`src/rtl/dataflow_perf_pkg.sv`:
```
// Shared types and read-select encodings for the dataflow performance monitor.
package dataflow_perf_pkg;

  typedef enum logic [1:0] {
    StIdle     = 2'd0,
    StRun      = 2'd1,
    StDoneWait = 2'd2
  } chan_state_e;

  localparam logic [2:0] SelTxn     = 3'd0;
  localparam logic [2:0] SelBusy    = 3'd1;
  localparam logic [2:0] SelStall   = 3'd2;
  localparam logic [2:0] SelIter    = 3'd3;
  localparam logic [2:0] SelLastLat = 3'd4;
  localparam logic [2:0] SelMaxLat  = 3'd5;
  localparam logic [2:0] SelStatus  = 3'd6;
  localparam logic [2:0] SelZero    = 3'd7;

endpackage

```
`src/rtl/dataflow_perf_chan.sv`:
```
// One monitored ap_ctrl channel: handshake FSM plus saturating performance counters.
module dataflow_perf_chan
  import dataflow_perf_pkg::*;
#(
  parameter int unsigned CNT_W = 32
) (
  input  logic             clock,
  input  logic             reset,
  input  logic             clear,
  input  logic             freeze,
  input  logic             ap_start,
  input  logic             ap_done,
  input  logic             ap_continue,
  input  logic             iter_start_en,
  input  logic             iter_start_blk,
  input  logic             iter_end_en,
  input  logic             iter_end_blk,
  output chan_state_e      state,
  output logic             ovf,
  output logic [CNT_W-1:0] txn,
  output logic [CNT_W-1:0] busy_cyc,
  output logic [CNT_W-1:0] stall_cyc,
  output logic [CNT_W-1:0] iter,
  output logic [CNT_W-1:0] last_lat,
  output logic [CNT_W-1:0] max_lat
);

  localparam logic [CNT_W-1:0] CntMax = '1;

  chan_state_e      state_q;
  logic             ovf_q;
  logic [CNT_W-1:0] txn_q, busy_q, stall_q, iter_q, last_q, max_q, lat_q;

  logic             run_cyc, lat_cyc, done_cyc, stall_ev, iter_ev, sat_hit;
  logic [CNT_W-1:0] cur_lat;

  function automatic logic [CNT_W-1:0] sat_inc(input logic [CNT_W-1:0] v);
    return (v == CntMax) ? v : v + CNT_W'(1);
  endfunction

  // The start cycle in IDLE already counts as the first RUN cycle of a transaction.
  always_comb begin
    run_cyc  = (state_q == StRun) || ((state_q == StIdle) && ap_start);
    lat_cyc  = run_cyc || (state_q == StDoneWait);
    done_cyc = ap_continue && ((state_q == StDoneWait) || (ap_done && run_cyc));
    stall_ev = run_cyc && iter_start_en && iter_start_blk;
    iter_ev  = iter_end_en && !iter_end_blk;
    cur_lat  = sat_inc(lat_q);
    sat_hit  = (run_cyc && (busy_q == CntMax)) || (stall_ev && (stall_q == CntMax)) ||
               (iter_ev && (iter_q == CntMax)) || (done_cyc && (txn_q == CntMax)) ||
               (lat_cyc && (lat_q == CntMax));
  end

  always_ff @(posedge clock) begin
    if (reset) begin
      state_q <= StIdle;
      ovf_q   <= 1'b0;
      txn_q   <= '0;
      busy_q  <= '0;
      stall_q <= '0;
      iter_q  <= '0;
      last_q  <= '0;
      max_q   <= '0;
      lat_q   <= '0;
    end else begin
      unique case (state_q)
        StIdle: begin
          if (ap_start) begin
            if (ap_done && ap_continue) state_q <= StIdle;
            else if (ap_done)           state_q <= StDoneWait;
            else                        state_q <= StRun;
          end
        end
        StRun: begin
          if (ap_done) begin
            if (ap_continue) state_q <= ap_start ? StRun : StIdle;
            else             state_q <= StDoneWait;
          end
        end
        StDoneWait: begin
          if (ap_continue) state_q <= ap_start ? StRun : StIdle;
        end
        default: state_q <= StIdle;
      endcase

      // Clear takes priority and drops any event seen in the same cycle.
      if (clear) begin
        ovf_q   <= 1'b0;
        txn_q   <= '0;
        busy_q  <= '0;
        stall_q <= '0;
        iter_q  <= '0;
        last_q  <= '0;
        max_q   <= '0;
        lat_q   <= '0;
      end else if (!freeze) begin
        if (run_cyc)  busy_q  <= sat_inc(busy_q);
        if (stall_ev) stall_q <= sat_inc(stall_q);
        if (iter_ev)  iter_q  <= sat_inc(iter_q);
        if (lat_cyc)  lat_q   <= done_cyc ? '0 : cur_lat;
        if (done_cyc) begin
          txn_q  <= sat_inc(txn_q);
          last_q <= cur_lat;
          if (cur_lat > max_q) max_q <= cur_lat;
        end
        if (sat_hit) ovf_q <= 1'b1;
      end
    end
  end

  assign state     = state_q;
  assign ovf       = ovf_q;
  assign txn       = txn_q;
  assign busy_cyc  = busy_q;
  assign stall_cyc = stall_q;
  assign iter      = iter_q;
  assign last_lat  = last_q;
  assign max_lat   = max_q;

endmodule

```
`src/rtl/dataflow_perf_monitor.sv`:
```
// Multi-channel ap_ctrl performance monitor: per-channel trackers, finish freeze, read port.
module dataflow_perf_monitor
  import dataflow_perf_pkg::*;
#(
  parameter int unsigned N_CH  = 4,
  parameter int unsigned CNT_W = 32,
  localparam int unsigned CH_W = (N_CH > 1) ? $clog2(N_CH) : 1
) (
  input  logic             clock,
  input  logic             reset,
  input  logic             finish,
  input  logic             clear,
  input  logic [N_CH-1:0]  ap_start,
  input  logic [N_CH-1:0]  ap_ready,
  input  logic [N_CH-1:0]  ap_done,
  input  logic [N_CH-1:0]  ap_continue,
  input  logic [N_CH-1:0]  iter_start_en,
  input  logic [N_CH-1:0]  iter_start_blk,
  input  logic [N_CH-1:0]  iter_end_en,
  input  logic [N_CH-1:0]  iter_end_blk,
  input  logic             rd_req,
  input  logic [CH_W-1:0]  rd_ch,
  input  logic [2:0]       rd_sel,
  output logic             rd_valid,
  output logic [CNT_W-1:0] rd_data,
  output logic [N_CH-1:0]  busy,
  output logic [N_CH-1:0]  ovf
);

  chan_state_e      st_c     [N_CH];
  logic [CNT_W-1:0] txn_c    [N_CH];
  logic [CNT_W-1:0] busy_c   [N_CH];
  logic [CNT_W-1:0] stall_c  [N_CH];
  logic [CNT_W-1:0] iter_c   [N_CH];
  logic [CNT_W-1:0] last_c   [N_CH];
  logic [CNT_W-1:0] max_c    [N_CH];
  logic [N_CH-1:0]  ovf_c;

  logic             frozen_q, rd_valid_q;
  logic [CNT_W-1:0] rd_data_q, rd_mux;

  // ap_ready is observed only for interface completeness; no counter depends on it.
  logic unused_ap_ready;
  assign unused_ap_ready = ^ap_ready;

  for (genvar g = 0; g < N_CH; g++) begin : g_chan
    dataflow_perf_chan #(
      .CNT_W(CNT_W)
    ) u_chan (
      .clock          (clock),
      .reset          (reset),
      .clear          (clear),
      .freeze         (frozen_q),
      .ap_start       (ap_start[g]),
      .ap_done        (ap_done[g]),
      .ap_continue    (ap_continue[g]),
      .iter_start_en  (iter_start_en[g]),
      .iter_start_blk (iter_start_blk[g]),
      .iter_end_en    (iter_end_en[g]),
      .iter_end_blk   (iter_end_blk[g]),
      .state          (st_c[g]),
      .ovf            (ovf_c[g]),
      .txn            (txn_c[g]),
      .busy_cyc       (busy_c[g]),
      .stall_cyc      (stall_c[g]),
      .iter           (iter_c[g]),
      .last_lat       (last_c[g]),
      .max_lat        (max_c[g])
    );
    assign busy[g] = (st_c[g] != StIdle);
  end

  assign ovf = ovf_c;

  // Out-of-range channels match no loop iteration and read back as zero.
  always_comb begin
    rd_mux = '0;
    for (int i = 0; i < N_CH; i++) begin
      if (rd_ch == CH_W'(i)) begin
        case (rd_sel)
          SelTxn:     rd_mux = txn_c[i];
          SelBusy:    rd_mux = busy_c[i];
          SelStall:   rd_mux = stall_c[i];
          SelIter:    rd_mux = iter_c[i];
          SelLastLat: rd_mux = last_c[i];
          SelMaxLat:  rd_mux = max_c[i];
          SelStatus:  rd_mux = {{(CNT_W-3){1'b0}}, ovf_c[i], st_c[i]};
          default:    rd_mux = '0;
        endcase
      end
    end
  end

  always_ff @(posedge clock) begin
    if (reset) begin
      frozen_q   <= 1'b0;
      rd_valid_q <= 1'b0;
      rd_data_q  <= '0;
    end else begin
      if (finish) frozen_q <= 1'b1;
      rd_valid_q <= rd_req;
      if (rd_req) rd_data_q <= rd_mux;
    end
  end

  assign rd_valid = rd_valid_q;
  assign rd_data  = rd_data_q;

endmodule

```
`config.mk`:
```
export PLATFORM = sky130hd
export DESIGN_NAME = dataflow_perf_monitor
export DESIGN_NICKNAME = d
export VERILOG_FILES = /design/src/rtl/dataflow_perf_pkg.sv /design/src/rtl/dataflow_perf_chan.sv /design/src/rtl/dataflow_perf_monitor.sv
export SDC_FILE = /design/constraint.sdc
export NUM_CORES = 2
export LEC_CHECK = 0
export ABC_AREA = 0
export BUFFER_PORTS_ARGS = -buffer_cell sky130_fd_sc_hd__buf_2
export CAP_MARGIN = 0
export CORE_AREA = 2 2 324 326
export DETAILED_ROUTE_END_ITERATION = 8
export DIE_AREA = 0 0 326 328
export MAX_ROUTING_LAYER = met4
export PLACE_DENSITY = 0.64
export SLEW_MARGIN = 15
export SYNTH_ARGS = -nofsm -noshare
export SYNTH_HDL_FRONTEND = slang
export SYNTH_SLANG_ARGS = --single-unit
export TNS_END_PERCENT = 100
```
`constraint.sdc`:
```
create_clock -name clock -period 4.65 [get_ports clock]
set_clock_uncertainty 0.2 [all_clocks]
set_input_delay 0.2325 -clock clock [delete_from_list [all_inputs] [get_ports clock]]
set_output_delay 0.2325 -clock clock [all_outputs]
set_load 0.01 [all_outputs]
```
# After elaboration in Yosys (flattened, before gate mapping)
# Index checks and enable logic that the tools add are counted.
# op_classes
addsub,20
mul,0
div,0
n_lt_le_gt_ge,4
n_eq_ne,49
shifts,0
mux,48
bitwise_logic,17
n_reduce_logical,127
# op_table
cell,count
$pmux W32 S7,4
$add A32 B1 Y32 const B,20
$eq A32 B32 Y1 const B,20
$mux W32,12
$gt A32 B32 Y1,4
$reduce_and A3 Y1,24
$logic_and A1 B1 Y1,48
$mux W2,24
$logic_or A1 B1 Y1,28
$ne A2 B2 Y1 const B,12
$pmux W2 S3,4
$reduce_and A2 Y1,12
$not A1 Y1,17
$eq A2 B2 Y1 const B,6
$eq A2 B1 Y1 const B,5
$logic_not A2 Y1,5
$eq A3 B3 Y1 const B,3
$reduce_bool A2 Y1,4
$eq A3 B2 Y1 const B,2
$logic_not A1 Y1,4
$mux W1,4
$eq A3 B1 Y1 const B,1
$logic_not A3 Y1,1
$reduce_or A2 Y1,1
# word_totals
register_bits,942
latch_bits,0
mem_bits_rw,0
rom_bits,0
inputBits,42
output_inout_bits,41
word_cells,304
mem_count,0

# Depth between registers and ports, before layout
# logic_depth
ltp_word,11
mapped_depth,17
depth_no_buf,15

# Modules after synthesis
# From an unflattened synthesis, not the netlist that was laid out.
# unflattened
cells_unflattened,6756
hier_area_um2,54942.7
# modules_own_cells
module,n_inst,cells_each,area_each_um2,seq_area_each_um2
dataflow_perf_chan at g_chan[0].u_chan ...,3,1446,11690.0,4544.4
dataflow_perf_chan at g_chan[3].u_chan,1,1439,11897.7,4544.4
dataflow_perf_monitor,1,979,7975.1,680.7

# Worst setup path after synthesis
# Ideal clock, no wire load.
# synth_path
path_type,reg-to-reg
from,reg g_chan[0].u_chan.lat_q[4]
to,reg g_chan[0].u_chan.max_q[0]
setup_ns,0.128
arrival_time_ns,4.046
required_ns,4.322
slack_ns,0.276
stages_incl_launch_ff,18
path_buffers,4
synth_period_minus_slack_ns,4.374
cell_sequence,dfxtp_1 buf_2 nand4_2 or4_1 buf_4 or4_1 buf_2 nand3_2 xnor2_1 ha_1 a21o_1 nand3_1 a211oi_1 or4b_2 a31oi_1 buf_2 mux2i_1 nor2_1
# synth_between
elab_chain_cells,4
elab_cells_between_ends,5
classes_between,add/sub (1); order compare (1); eq/ne (1); mux (1); reduce/logical (1)
# synth_lines
element,line,text
"start, declared",dataflow_perf_chan.sv:32,"logic [CNT_W-1:0] txn_q, busy_q, stall_q, iter_q, last_q, max_q, lat_q;"
"start signal, assigned",dataflow_perf_chan.sv:100,if (lat_cyc) lat_q <= done_cyc ? '0 : cur_lat;
$add A32 B1 Y32 / $eq A32 B32 Y1 (equally long branches),dataflow_perf_chan.sv:38,return (v == CntMax) ? v : v + CNT_W'(1);
$mux W32 (*),dataflow_perf_chan.sv:38,
net g_chan[0].u_chan.cur_lat[5],dataflow_perf_chan.sv:35,logic [CNT_W-1:0] cur_lat;
$gt A32 B32 Y1 (*),dataflow_perf_chan.sv:104,if (cur_lat > max_q) max_q <= cur_lat;
$reduce_and A3 Y1 (no line) (*),-,
"end signal, assigned",dataflow_perf_chan.sv:104,
"end, declared",dataflow_perf_chan.sv:32,
# The timed path passes the listed nets; every way through them passes the cells marked *.
# A chain may end at the register's enable or synchronous reset.

# Worst setup path after layout
# layout_path
from,reg g_chan[0].u_chan.lat_q[11]
to,reg g_chan[0].u_chan.max_q[0]
# Same word-level chain as after synthesis.

==> impl_metrics.tcl <==
set metrics [dict create \
    tightest_slew_ns 1.30 \
    vias 48900 \
    dr.pass1.iters 8 \
    synthArstFlopShare 0 \
    core_um2 103000 \
    die_w_um 326 \
    viasPerCell 6.14 \
    relSlewSlack 0.129 \
    finalWeightedCongestion 0.976 \
    clock_latency_ns 0.70 \
    synth_area_per_cell_um2 7.98 \
    critical_path.startpoint_type "flop" \
    grt-ovfl-total 0 \
    die_height_um 328 \
    root_buffer "clkbuf_16" \
    drive_gt1_frac 0.101 \
    holdWs_ns 0.0498 \
    yosys.area.top_type "dfxtp_1" \
    grt_pass1_wl_um 271000 \
    ys.flop_type "dfxtp_1" \
    synth_fp_nets 6609 \
    synth_area_leaders "dfxtp_1, nor2_1, xor2_1, xnor2_1, ha_1" \
    dieArea_um2 107000 \
    drtIter0Drc 5652 \
    leakage_uw 0.0208 \
    h-tree-depth 3 \
    dp.cells 7716 \
    grt_start_max_net_pins 140 \
    finalSetupViolations 0 \
    cts_sinks 942 \
    powerDensity_nw_per_um2 322 \
    synthTopCellsByCount "nor2_1, dfxtp_1, nand2_1" \
    path_clk_slew_ns 0.06 \
    grt_pass1_vias 44400 \
    dpl.hpwl_um 130000 \
    worstPathRequired_ns 5.03 \
    stdcell_area_um2 58300 \
    ys_types 92 \
    antenna_found_initial 3 \
    max-cap-violations 0 \
    hold_viol_final 0 \
    slew_viol_final 0 \
    critPathKind "flop to flop" \
    grt_usage 0.333 \
    dpl_cell_area_um2 53900 \
    numPortBuffers 78 \
    wire_per_inst_um 22.6 \
    period_needed_ns 4.45 \
    min_path_type "input port to flop" \
    syn-cell-area_um2 51200 \
    synth_top_area_share 0.368 \
    start_util 0.496 \
    ys_seq_area_frac 0.368 \
    pin_count 83 \
    core.rowCount 118 \
    numCtsBuffers 104 \
    fin_nets 6680 \
    endpoint_kind "flop" \
    synth_cells 6419 \
    period_share 0.958 \
    ant_nets 0 \
    total_power_uw 18800 \
    drc_errors 0 \
    totalWireLength_um 180000 \
    synth_enable_flop_cells 0 \
    area_delta_synth_final_pct 13.8 \
    ys_seq_elements 942 \
    clk_path_buf_depth 3 \
    cp_max_fo 6 \
    yosysWarnings 0 \
    arrival_ns 4.83 \
    cts_tree "done" \
    fin_cells 7960 \
    status "completed" \
    vdd_drop_max_v 0.000296 \
    synth_most_common_cell "nor2_1" \
    max_freq_mhz 224 \
]
==> logic make-up (layout without fill, tap and decap cells) <==
kind of cell / count (synthesis) / count (layout) / synth area share
buffers and inverters: 579 / 735 / 0.0443
DFF: 942 / 942 / 0.368
and+or+nand+nor: 2863 / 2863 / 0.266
adders and majority gates: 148 / 148 / 0.0361
muxes: 222 / 222 / 0.0480
other: 0 / 5 / 0
AOI/OAI and AO/OA: 1122 / 1122 / 0.144
xor gates and xnor gates: 543 / 543 / 0.0937
==> stage by stage <==
| step | setup slack [ns] | utilization | setup TNS, ns |
|---|---|---|---|
| after floorplan | 0.276 | - | 0 |
| after global placement | 0.221 | 0.522 | 0 |
| after detailed placement | 0.120 | 0.522 | 0 |
| after CTS | 0.0488 | 0.561 | 0 |
| after global routing | -0.0443 | 0.565 | -0.465 |
| final | 0.195 | 0.565 | 0 |
==> final cells by class <==
class,count,area [µm²]
multi-input cells,4898,30500
well taps,1380,1730
clock inverters,39,543
repair buffers,336,2780
clock buffers,152,3090
inverters,208,781
flip-flops and latches,942,18900
diodes,5,12.5
fillers,9677,44900
==> final timing paths <==
check / startpoint / endpoint / slack (ns) / cells after the start
min: clear / g_chan[1].u_chan.iter[1] / 0.05 / 5
max reg2reg: g_chan[0].u_chan.lat_q[11] / g_chan[0].u_chan.max_lat[0] / 0.20 / 14
min reg2reg: g_chan[2].u_chan.last_lat[15] / g_chan[2].u_chan.last_lat[15] / 0.25 / 2
max: g_chan[0].u_chan.lat_q[11] / g_chan[0].u_chan.max_lat[0] / 0.20 / 14
==> cell usage in the layout (no fill, tap or decap), types with 18 or more instances in the layout <==
cell / n
nor2_1: 1170
dfxtp_1: 938
nand2_1: 412
a21oi_1: 351
nand3_1: 274
xor2_1: 268
xnor2_1: 260
nor3_1: 249
nand4_1: 225
inv_1: 206
buf_4: 197
a22oi_1: 191
o21ai_0: 172
ha_1: 148
mux2i_1: 142
a211oi_1: 130
and3_1: 119
clkbuf_16: 112
or3_1: 91
buf_2: 75
and4_1: 72
mux2_2: 68
nor4_1: 57
o221ai_1: 57
and2_1: 52
dlygate4sd3_1: 34
o211ai_1: 27
a31oi_1: 25
nor2b_1: 24
a221oi_1: 24
a21o_1: 22
clkbuf_1: 22
clkbuf_8: 22
clkinv_2: 21
buf_12: 21
a21boi_0: 18
==> worst max-delay path, stage by stage (launching register included) <==
cell	delay (ns)
dfxtp_1	0.39
nand4_1	0.18
or4_4	0.59
buf_4	0.20
nor3_1	0.36
xor2_1	0.34
ha_1	0.33
a21oi_1	0.14
o21ai_0	0.12
a221o_1	0.31
o31a_1	0.28
a31oi_4	0.37
clkbuf_16	0.25
mux2i_1	0.21
nor2_1	0.05
==> where the power goes <==
group	switching, µW	internal, µW
sequential	72.7	8160
combinational	1160	495
clock	3580	5300
==> layer usage <==
metal	vias up	track usage	wire (µm)
met5	-	-	0
met4	0	0.138	8380
met3	414	0.0576	16600
met2	2150	0.493	78100
met1	23400	0.448	76700
li1	22900	-	-
==> state kept, by name (all words and copies together), names as in the netlist, 4 cells and up <==
register / cells
g_chan.u_chan.stall_cyc: 128
rd_data: 32
g_chan.u_chan.busy_cyc: 128
g_chan.u_chan.lat_q: 128
g_chan.u_chan.max_lat: 128
g_chan.u_chan.ovf: 4
g_chan.u_chan.txn: 128
g_chan.u_chan.state: 8
g_chan.u_chan.last_lat: 128
g_chan.u_chan.iter: 128
==> repair_timing <==
action	CTS	global route
hold endpoints to repair	35	0
buffers inserted	0	9
gates resized for setup	0	39
hold buffers	34	0
endpoints found under the setup margin	0	98
Note: power is estimated with default switching activity, not from simulation.
